`src/rtl/instr_fetch.sv`:
```
// Fetch stage: owns the PC, reads the asynchronous instruction memory and
// holds the fetched word in an IF/ID register with a valid/ready handshake.
module instr_fetch #(
  parameter logic [31:0] RESET_PC   = 32'h0000_0000,
  parameter int unsigned IMEM_AW    = 6,
  parameter logic [31:0] HALT_INSTR = 32'hFFFF_FFFF
) (
  input  logic               clk,
  input  logic               reset_n,
  output logic [IMEM_AW-1:0] imem_addr,
  input  logic [31:0]        imem_data,
  input  logic               redirect_valid,
  input  logic [31:0]        redirect_pc,
  output logic               id_valid,
  input  logic               id_ready,
  output logic [31:0]        id_instr,
  output logic [31:0]        id_pc,
  output logic [31:0]        id_pc_plus4,
  output logic [1:0]         state,
  output logic [31:0]        fault_pc
);

  typedef enum logic [1:0] {
    ST_RUN   = 2'b00,
    ST_HALT  = 2'b01,
    ST_FAULT = 2'b10
  } state_e;

  state_e      state_q, state_d;
  logic [31:0] pc_q, pc_d;
  logic        id_valid_q, id_valid_d;
  logic [31:0] id_instr_q, id_instr_d;
  logic [31:0] id_pc_q, id_pc_d;
  logic [31:0] id_pc_plus4_q, id_pc_plus4_d;
  logic [31:0] fault_pc_q, fault_pc_d;

  logic redirect_c;
  logic redirect_bad_c;
  logic advance_c;
  logic in_range_c;
  logic is_halt_c;

  // Event decode shared by the next-state and datapath logic
  always_comb begin
    redirect_c     = redirect_valid && (state_q != ST_FAULT);
    redirect_bad_c = redirect_c && (redirect_pc[1:0] != 2'b00);
    advance_c      = (state_q == ST_RUN) && (!id_valid_q || id_ready);
    in_range_c     = (pc_q[31:IMEM_AW+2] == '0) && (pc_q[1:0] == 2'b00);
    is_halt_c      = (imem_data == HALT_INSTR);
  end

  always_ff @(posedge clk or negedge reset_n) begin
    if (!reset_n) state_q <= ST_RUN;
    else          state_q <= state_d;
  end

  always_comb begin
    state_d = state_q;
    if (redirect_c) begin
      state_d = redirect_bad_c ? ST_FAULT : ST_RUN;
    end else if (advance_c) begin
      if (!in_range_c)    state_d = ST_FAULT;
      else if (is_halt_c) state_d = ST_HALT;
    end
  end

  // Datapath: an IF/ID entry drains on id_ready unless refilled or flushed
  always_comb begin
    pc_d          = pc_q;
    id_valid_d    = id_valid_q && !id_ready;
    id_instr_d    = id_instr_q;
    id_pc_d       = id_pc_q;
    id_pc_plus4_d = id_pc_plus4_q;
    fault_pc_d    = fault_pc_q;
    if (redirect_c) begin
      id_valid_d = 1'b0;
      if (redirect_bad_c) fault_pc_d = redirect_pc;
      else                pc_d       = redirect_pc;
    end else if (advance_c) begin
      if (!in_range_c) begin
        fault_pc_d = pc_q;
      end else if (!is_halt_c) begin
        id_instr_d    = imem_data;
        id_pc_d       = pc_q;
        id_pc_plus4_d = pc_q + 32'd4;
        id_valid_d    = 1'b1;
        pc_d          = pc_q + 32'd4;
      end
    end
  end

  always_ff @(posedge clk or negedge reset_n) begin
    if (!reset_n) begin
      pc_q          <= RESET_PC;
      id_valid_q    <= 1'b0;
      id_instr_q    <= '0;
      id_pc_q       <= '0;
      id_pc_plus4_q <= '0;
      fault_pc_q    <= '0;
    end else begin
      pc_q          <= pc_d;
      id_valid_q    <= id_valid_d;
      id_instr_q    <= id_instr_d;
      id_pc_q       <= id_pc_d;
      id_pc_plus4_q <= id_pc_plus4_d;
      fault_pc_q    <= fault_pc_d;
    end
  end

  assign imem_addr   = pc_q[IMEM_AW+1:2];
  assign id_valid    = id_valid_q;
  assign id_instr    = id_instr_q;
  assign id_pc       = id_pc_q;
  assign id_pc_plus4 = id_pc_plus4_q;
  assign state       = state_q;
  assign fault_pc    = fault_pc_q;

endmodule

```
`config.mk`:
```
export PLATFORM = sky130hd
export DESIGN_NAME = instr_fetch
export DESIGN_NICKNAME = d
export VERILOG_FILES = /design/src/rtl/instr_fetch.sv
export SDC_FILE = /design/constraint.sdc
export NUM_CORES = 1
export LEC_CHECK = 0
export ABC_AREA = 1
export CORE_MARGIN = 2
export CORE_UTILIZATION = 40
export DETAILED_ROUTE_END_ITERATION = 8
export GPL_TIMING_DRIVEN = 1
export HOLD_SLACK_MARGIN = 0.08
export PLACE_DENSITY = 0.68
export SYNTH_ARGS = -nofsm -noshare
export SYNTH_HDL_FRONTEND = slang
export SYNTH_SLANG_ARGS = --single-unit
```
`constraint.sdc`:
```
create_clock -name clk -period 2.2 [get_ports clk]
set_clock_uncertainty 0.15 [all_clocks]
set_input_delay 0.55 -clock clk [delete_from_list [all_inputs] [get_ports clk]]
set_output_delay 0.55 -clock clk [all_outputs]
set_load 0.005 [all_outputs]
```
## After elaboration in Yosys (flattened, before gate mapping)

Cells that the tools add are included.

| word-level totals | value |
|---|---|
| flip-flop bits (word level) | 163 |
| bits in latches | 0 |
| bits in writable memories | 0 |
| ROM bits | 0 |
| bits of input ports | 68 |
| output and inout bits | 137 |
| logic and storage cells | 53 |
| memories kept | 0 |

| operators by class | value |
|---|---|
| add/subtract/negate cells | 1 |
| multiply operators | 0 |
| div/mod/pow operators | 0 |
| $lt $le $gt $ge | 0 |
| equal/unequal tests | 7 |
| shifts and indexed selects | 0 |
| mux-type cells | 18 |
| bitwise gates (word level) | 2 |
| reductions and logical operators | 18 |

Operator list:

| operator | number |
|---|---|
| $mux W32 | 9 |
| $add A32 B3 Y32 const B | 1 |
| $eq A32 B32 Y1 const B | 1 |
| $logic_not A24 Y1 | 1 |
| $mux W2 | 5 |
| $ne A2 B2 Y1 const B | 4 |
| $reduce_and A4 Y1 | 2 |
| $reduce_bool A2 Y1 | 3 |
| $logic_and A1 B1 Y1 | 5 |
| $logic_not A2 Y1 | 2 |
| $mux W1 | 4 |
| $ne A3 B2 Y1 const B | 1 |
| $reduce_and A3 Y1 | 1 |
| $logic_not A1 Y1 | 2 |
| $ne A2 B1 Y1 const B | 1 |
| $not A1 Y1 | 2 |
| $reduce_and A2 Y1 | 1 |
| $logic_or A1 B1 Y1 | 1 |

## Logic depth before layout (Yosys ltp)

Gate-level depths: netlist of run 1.

| depth | value |
|---|---|
| depth in word-level cells | 6 |
| depth in mapped cells | 12 |
| gate-level depth less buffers | 12 |

## Worst setup path before layout of run 1

No wires, ideal clock.

| timing | value |
|---|---|
| path type | reg-to-reg |
| start point | reg pc_q[25] |
| end point | reg id_pc_q[3], in the netlist id_pc[3] |
| library setup time | 130 ps |
| arrival | 1415 ps |
| data required time | 1920 ps |
| slack | 505 ps |
| stages on the path, launching flop included | 11 |
| buffers on the path | 2 |
| clock period less this slack | 1695 ps |
| path through | dfrtp_1 nor2_1 nand3_1 nor2_1 nand3_2 nor2_4 nand3_2 buf_6 buf_6 nand2_1 o21ai_1 |

| on the way | value |
|---|---|
| word-level cells in the longest chain between the ends | 3 |

Ends and longest elaborated chain:

| what | RTL line | RTL |
|---|---|---|
| from (decl) | 30 | `logic [31:0] pc_q, pc_d;` |
| from (signal assigned) | 101 | `pc_q <= pc_d;` |
| $logic_not A24 Y1 | 48 | `in_range_c = (pc_q[31:IMEM_AW+2] == '0) && (pc_q[1:0] == 2'b00);` |
| $logic_and A1 B1 Y1 | 48 |  |
| $reduce_and A4 Y1 (no source line) | - |  |
| to (signal assigned) | 104 | `id_pc_q <= id_pc_d;` |
| to (decl) | 33 | `logic [31:0] id_pc_q, id_pc_d;` |

Every way passes these cells.
A chain may end at the register's enable or synchronous reset.

## Worst setup path after layout of run 1

| timing | value |
|---|---|
| start point | reg pc_q[7] |
| end point | out imem_addr[5] |

RTL lines:

| what | RTL line | RTL |
|---|---|---|
| to (decl) | 10 | `output logic [IMEM_AW-1:0] imem_addr,` |

No word-level cell between the ends.

==> results.toml, run 1 <==
[outcome]
status = "completed"

[drt]
drc = 0
num_vias = 7082
ant_nets = 0
drtPass1Iterations = 5
wire_per_inst_um = 14.3
first_iter_violations = 465
vias_per_cell = 4.64
wl_mm = 21.8

[sta]
hold_viol = 0
slew_headroom_pct = 67.9
setup_viol = 0
drv_slew = 0
rsz0062_at_grt = "no"
period_needed_ps = 2140
period_share_pct = 97.2
fmax_mhz = 468
worstMarginPinSlew_ps = 476

[synthesis]
synth_top_area_share_pct = 52.0
syn_nets = 1097
synth_warnings = 0
yosys.cell_count.top_type = "nand2_1"
ys_types = 25
netlist_area_um2 = 7740
synth_area_leaders = "dfrtp_1 52%, nand2_1 22%, inv_1 6.1%"
ys_seq_area_share_pct = 52.0
synth_seq_cells = 161
synthTopCellsByCount = "453 x nand2_1, 161 x dfrtp_1, 126 x inv_1"
synth_top_cell_by_area = "dfrtp_1"
postSynth.asyncResetShare_pct = 100
synth_edf_count = 0
avgSynthCellArea_um2 = 7.53
syn-instance-count = 1028
synth_ff_type = "dfrtp_1"

[pwr]
ir_drop_mv = 0.649
power_density_nw_per_um2 = 1240
power_leakage_uw = 0.00569

[floorplanning]
ios = 205
die_y_um = 143
start_util_pct = 41.1
core.rowCount = 50
die_w_um = 143
die_area_um2 = 20500
fp.coreArea_um2 = 18800

[worst_setup_path]
worst_ep_arrival_time_ps = 1440
worstPathRequired_ps = 1500
path_max_fanout = 6
worst-path-buf-inv = 1
critPathLaunchType = "register"
path_cells = "clkdlybuf4s50_1"
slowest_delay_ps = 550
crit_slowest_cell = "clkdlybuf4s50_1"
path_delay_family = "buffers and inverters"
endpoint_kind = "primary output"
criticalPathCategory = "reg2out"

[clock_tree]
postCtsSetupRepairBufs = 0
clockBufferDepth = 2
tritoncts = "done"
clock_sinks = 161
cts.htree.levels = 4
clk_pin_slew_ps = 70
insertion_delay_ps = 420
cts_buffers = 17
root_buffer = "clkbuf_16"

[placed_design]
hpwl_mm = 16.5
placed_cells = 1493
placed_area_um2 = 10300
numPortBuffers = 204
gp_congestion = 0.947

[layout]
antenna_cells = 0
area_growth_pct = 41.2
drive_gt1_share_pct = 7.50
finalInstanceArea_um2 = 10900
fin_cells = 1526
finalNetCount = 1322

[worst_hold_path]
hold_class = "reg2reg"

[global_route]
grt_pass1_wl_mm = 35.3
grt_pass1_vias = 6855
grt_usage_pct = 22.0
grt_max_degree = 50
grt_antenna_before_repair = 0
grt-ovfl-total = 0

[flow_run]
maxCapViolCount = 0
==> final cells by class <==
class	instances	area, um^2
Fill cell	1730	7900
Sequential cell	161	4030
Multi-Input combinational cell	692	2920
Timing Repair Buffer	254	2580
Inverter	127	477
Clock buffer	19	443
Tap cell	260	325
Clock inverter	13	154
==> flip-flops by register name, summed over array words and instances (netlist names) <==
signal       count
id_valid         1
state            2
id_instr        32
id_pc_plus4     30
fault_pc        32
id_pc           32
pc_q            32
==> stage by stage <==
| stage | TNS [ps] | util (%) | power (uW) | hold WS [ps] | worst slack (ps) |
|---|---|---|---|---|---|
| global route | 0 | 58.0 | 14600 | 329 | 5.94 |
| CTS | 0 | 58.0 | 13700 | 318 | 11.8 |
| floorplan | 0 | - | 7720 | 104 | 505 |
| detailed placement | -26600 | 54.8 | 10700 | 301 | -259 |
| finish | 0 | 58.0 | 13600 | 313 | 62.5 |
| global placement | -24790 | 54.8 | 10600 | 297 | -236 |
==> kinds of logic (layout without fill, tap and decap cells) <==
kind of cell / count (synthesis) / in the layout / share of synthesized area (%)
buffers and inverters: 175 / 413 / 10.4
AND/OR/NAND/NOR: 588 / 588 / 29.9
flip-flops: 161 / 161 / 52.0
multiplexers: 1 / 1 / 0.129
AO/OA/AOI/OAI: 91 / 91 / 6.16
XOR/XNOR: 11 / 11 / 1.24
adder cells (fa/ha/maj): 1 / 1 / 0.162
==> final timing paths <==
check	startpoint	endpoint	slack, ps	cells past startpoint
max in group asynchronous	reset_n	pc_q[4]	750	3
hold / removal	id_pc[24]	id_pc[24]	310	2
setup reg to reg	pc_q[19]	pc_q[6]	160	10
setup / recovery	pc_q[7]	imem_addr[5]	60	1
min in group asynchronous	reset_n	id_pc_plus4[17]	490	2
hold reg to reg	id_pc[24]	id_pc[24]	310	2
==> power by group <==
part	total (uW)	switching (uW)	internal [uW]
logic	6190	3350	2840
clock network	2980	1250	1730
registers	4410	627	3790
total	13600	5230	8350
==> repair_timing <==
item	4_1_cts	5_1_grt
gates resized for setup	0	2
hold buffers	1	0
endpoints found under the hold margin	43	0
setup endpoints to repair	0	2
==> per-layer routing <==
| metal | vias to the layer above | part of all wire (%) | track usage [%] |
|---|---|---|---|
| met2 | 213 | 47 | 36.0 |
| met1 | 3274 | 45 | 29.4 |
| met4 | 0 | 2.0 | 7.45 |
| met3 | 29 | 5.7 | 4.16 |
| met5 | - | 0 | 0 |
| li1 | 3566 | - | - |
==> placed cells by master, fill, tap and decap left out, types with 10 or more instances in the layout <==
master / instances
clkdlybuf4s50_1: 203
buf_12: 13
xor2_1: 10
o21ai_0: 44
nand3_1: 58
dfrtp_1: 159
nor2_1: 69
buf_4: 36
nand2_1: 453
o21ai_1: 41
inv_1: 126
clkbuf_16: 17
No activity file was read; power rests on OpenSTA's default activity.
==> run 2: changes to the inputs <==
- CORE_MARGIN: 2 -> 1.5
==> run 2 against run 1 <==
  * Highest routed layer unchanged
  * Global-route usage increased by 0.44 points
  * Sequential share of layout area grew 0.21 points
  * Combinational power shrank 2%
  * Via count is 0.27% lower
  * Worst hold slack improved by 2.0 ps
  * Largest power group unchanged
==> results.toml, run 2 (synthesis gave the netlist of run 1 again) <==
[global_route]
grt_usage_pct = 22.4
grt_pass1_wl_mm = 35.3
grt_max_degree = 55
grt_antenna_before_repair = 0
grt_pass1_vias = 6776
grt-ovfl-total = 0

[floorplanning]
fp.coreArea_um2 = 18800
die_y_um = 142
core.rowCount = 50
die_area_um2 = 20200
die_w_um = 142
start_util_pct = 41.1
ios = 205

[worst_setup_path]
slowest_delay_ps = 550
critPathLaunchType = "register"
r2r-start = "pc_q[19]"
worstPathRequired_ps = 1500
path_cells = "clkdlybuf4s50_1"
path_max_fanout = 6
worst-path-buf-inv = 1
endpoint_kind = "primary output"
criticalPathCategory = "reg2out"
crit_slowest_cell = "clkdlybuf4s50_1"
path_delay_family = "buffers and inverters"
worst_ep_arrival_time_ps = 1460
startpoint = "pc_q[7]"

[placed_design]
numPortBuffers = 204
placed_cells = 1490
gp_congestion = 0.921
pre_cts_slack_ps = -251
hpwl_mm = 16.4

[outcome]
status = "completed"

[drt]
first_iter_violations = 454
vias_per_cell = 4.64
wl_mm = 21.7
ant_nets = 0
num_vias = 7063
wire_per_inst_um = 14.2
drc = 0
drtPass1Iterations = 5

[layout]
antenna_cells = 0
regArea_um2 = 4030
fin_cells = 1523
num-fill-cells = 1727
multi_input_area_um2 = 2920
area_growth_pct = 40.4
drive_gt1_share_pct = 7.21
final_common_cell = "nand2_1"
finalNetCount = 1319
layout_common_cells = "453 x nand2_1, 203 x clkdlybuf4s50_1, 160 x dfrtp_1"

[pwr]
power_density_nw_per_um2 = 1230
ir_drop_mv = 0.641
power_leakage_uw = 0.00566

[sta]
setup_tns_ps = 0
rsz0062_at_grt = "no"
slew_headroom_pct = 67.7
period_share_pct = 98.1
drv_slew = 0
period_needed_ps = 2160
setup_ws_ps = 42.1
worstMarginPinSlew_ps = 479
setup_viol = 0
fmax_mhz = 463
hold_viol = 0

[flow_run]
maxCapViolCount = 0

[worst_hold_path]
hp-start = "id_pc[26]"
hold_class = "reg2reg"

[clock_tree]
cts_buffers = 17
insertion_delay_ps = 430
tritoncts = "done"
cts.htree.levels = 4
clockBufferDepth = 2
root_buffer = "clkbuf_16"
clock_sinks = 161
clk_pin_slew_ps = 60
run 2: final cells by class:
cell class	instances	share of cell area, %
Timing Repair Buffer	251	23.3
Clock buffer	18	3.95
Tap cell	260	2.99
Clock inverter	14	1.40
Multi-Input combinational cell	692	26.8
Inverter	127	4.39
Sequential cell	161	37.1
run 2: what timing repair did:
item | 4_1_cts | 5_1_grt
endpoints found under the hold margin | 20 | 0
endpoints found under the setup margin | 0 | 1
hold buffers | 1 | 0
gates resized for setup | 0 | 1
buffers inserted | 0 | 0
run 2: metal layers:
layer	vias to the layer above	share of wire, %	GRT usage (%)
li1	3560	-	-
met1	3269	44	29.0
met2	205	48	38.0
met3	29	6.0	4.74
met4	0	1.7	6.46
met5	-	0	0
run 2: where the power goes:
part | switching, uW | internal (uW)
logic | 3310 | 2730
registers | 609 | 3790
clock network | 1240 | 1690
run 2: path summary, 6_finish.rpt:
check	endpoint	slack, ps	cells after the start
min reg2reg	id_pc[26]	320	2
min	id_pc[26]	320	2
min in group asynchronous	id_pc[14]	410	2
max	imem_addr[5]	40	1
max reg2reg	id_instr[27]	180	9
max in group asynchronous	pc_q[26]	890	3
run 2: per-stage QoR:
step           total power [uW]  utilization [%]  hold WS (ps)  cell area (um^2)
6_report                  13400             57.7           315             10900
2_1_floorplan              7720                -           104              7740
4_1_cts                   13500             57.7           319             10900
5_1_grt                   14400             57.7           333             10900
3_5_place_dp              10500             54.6           277             10300
3_3_place_gp              10400             54.6           281             10300
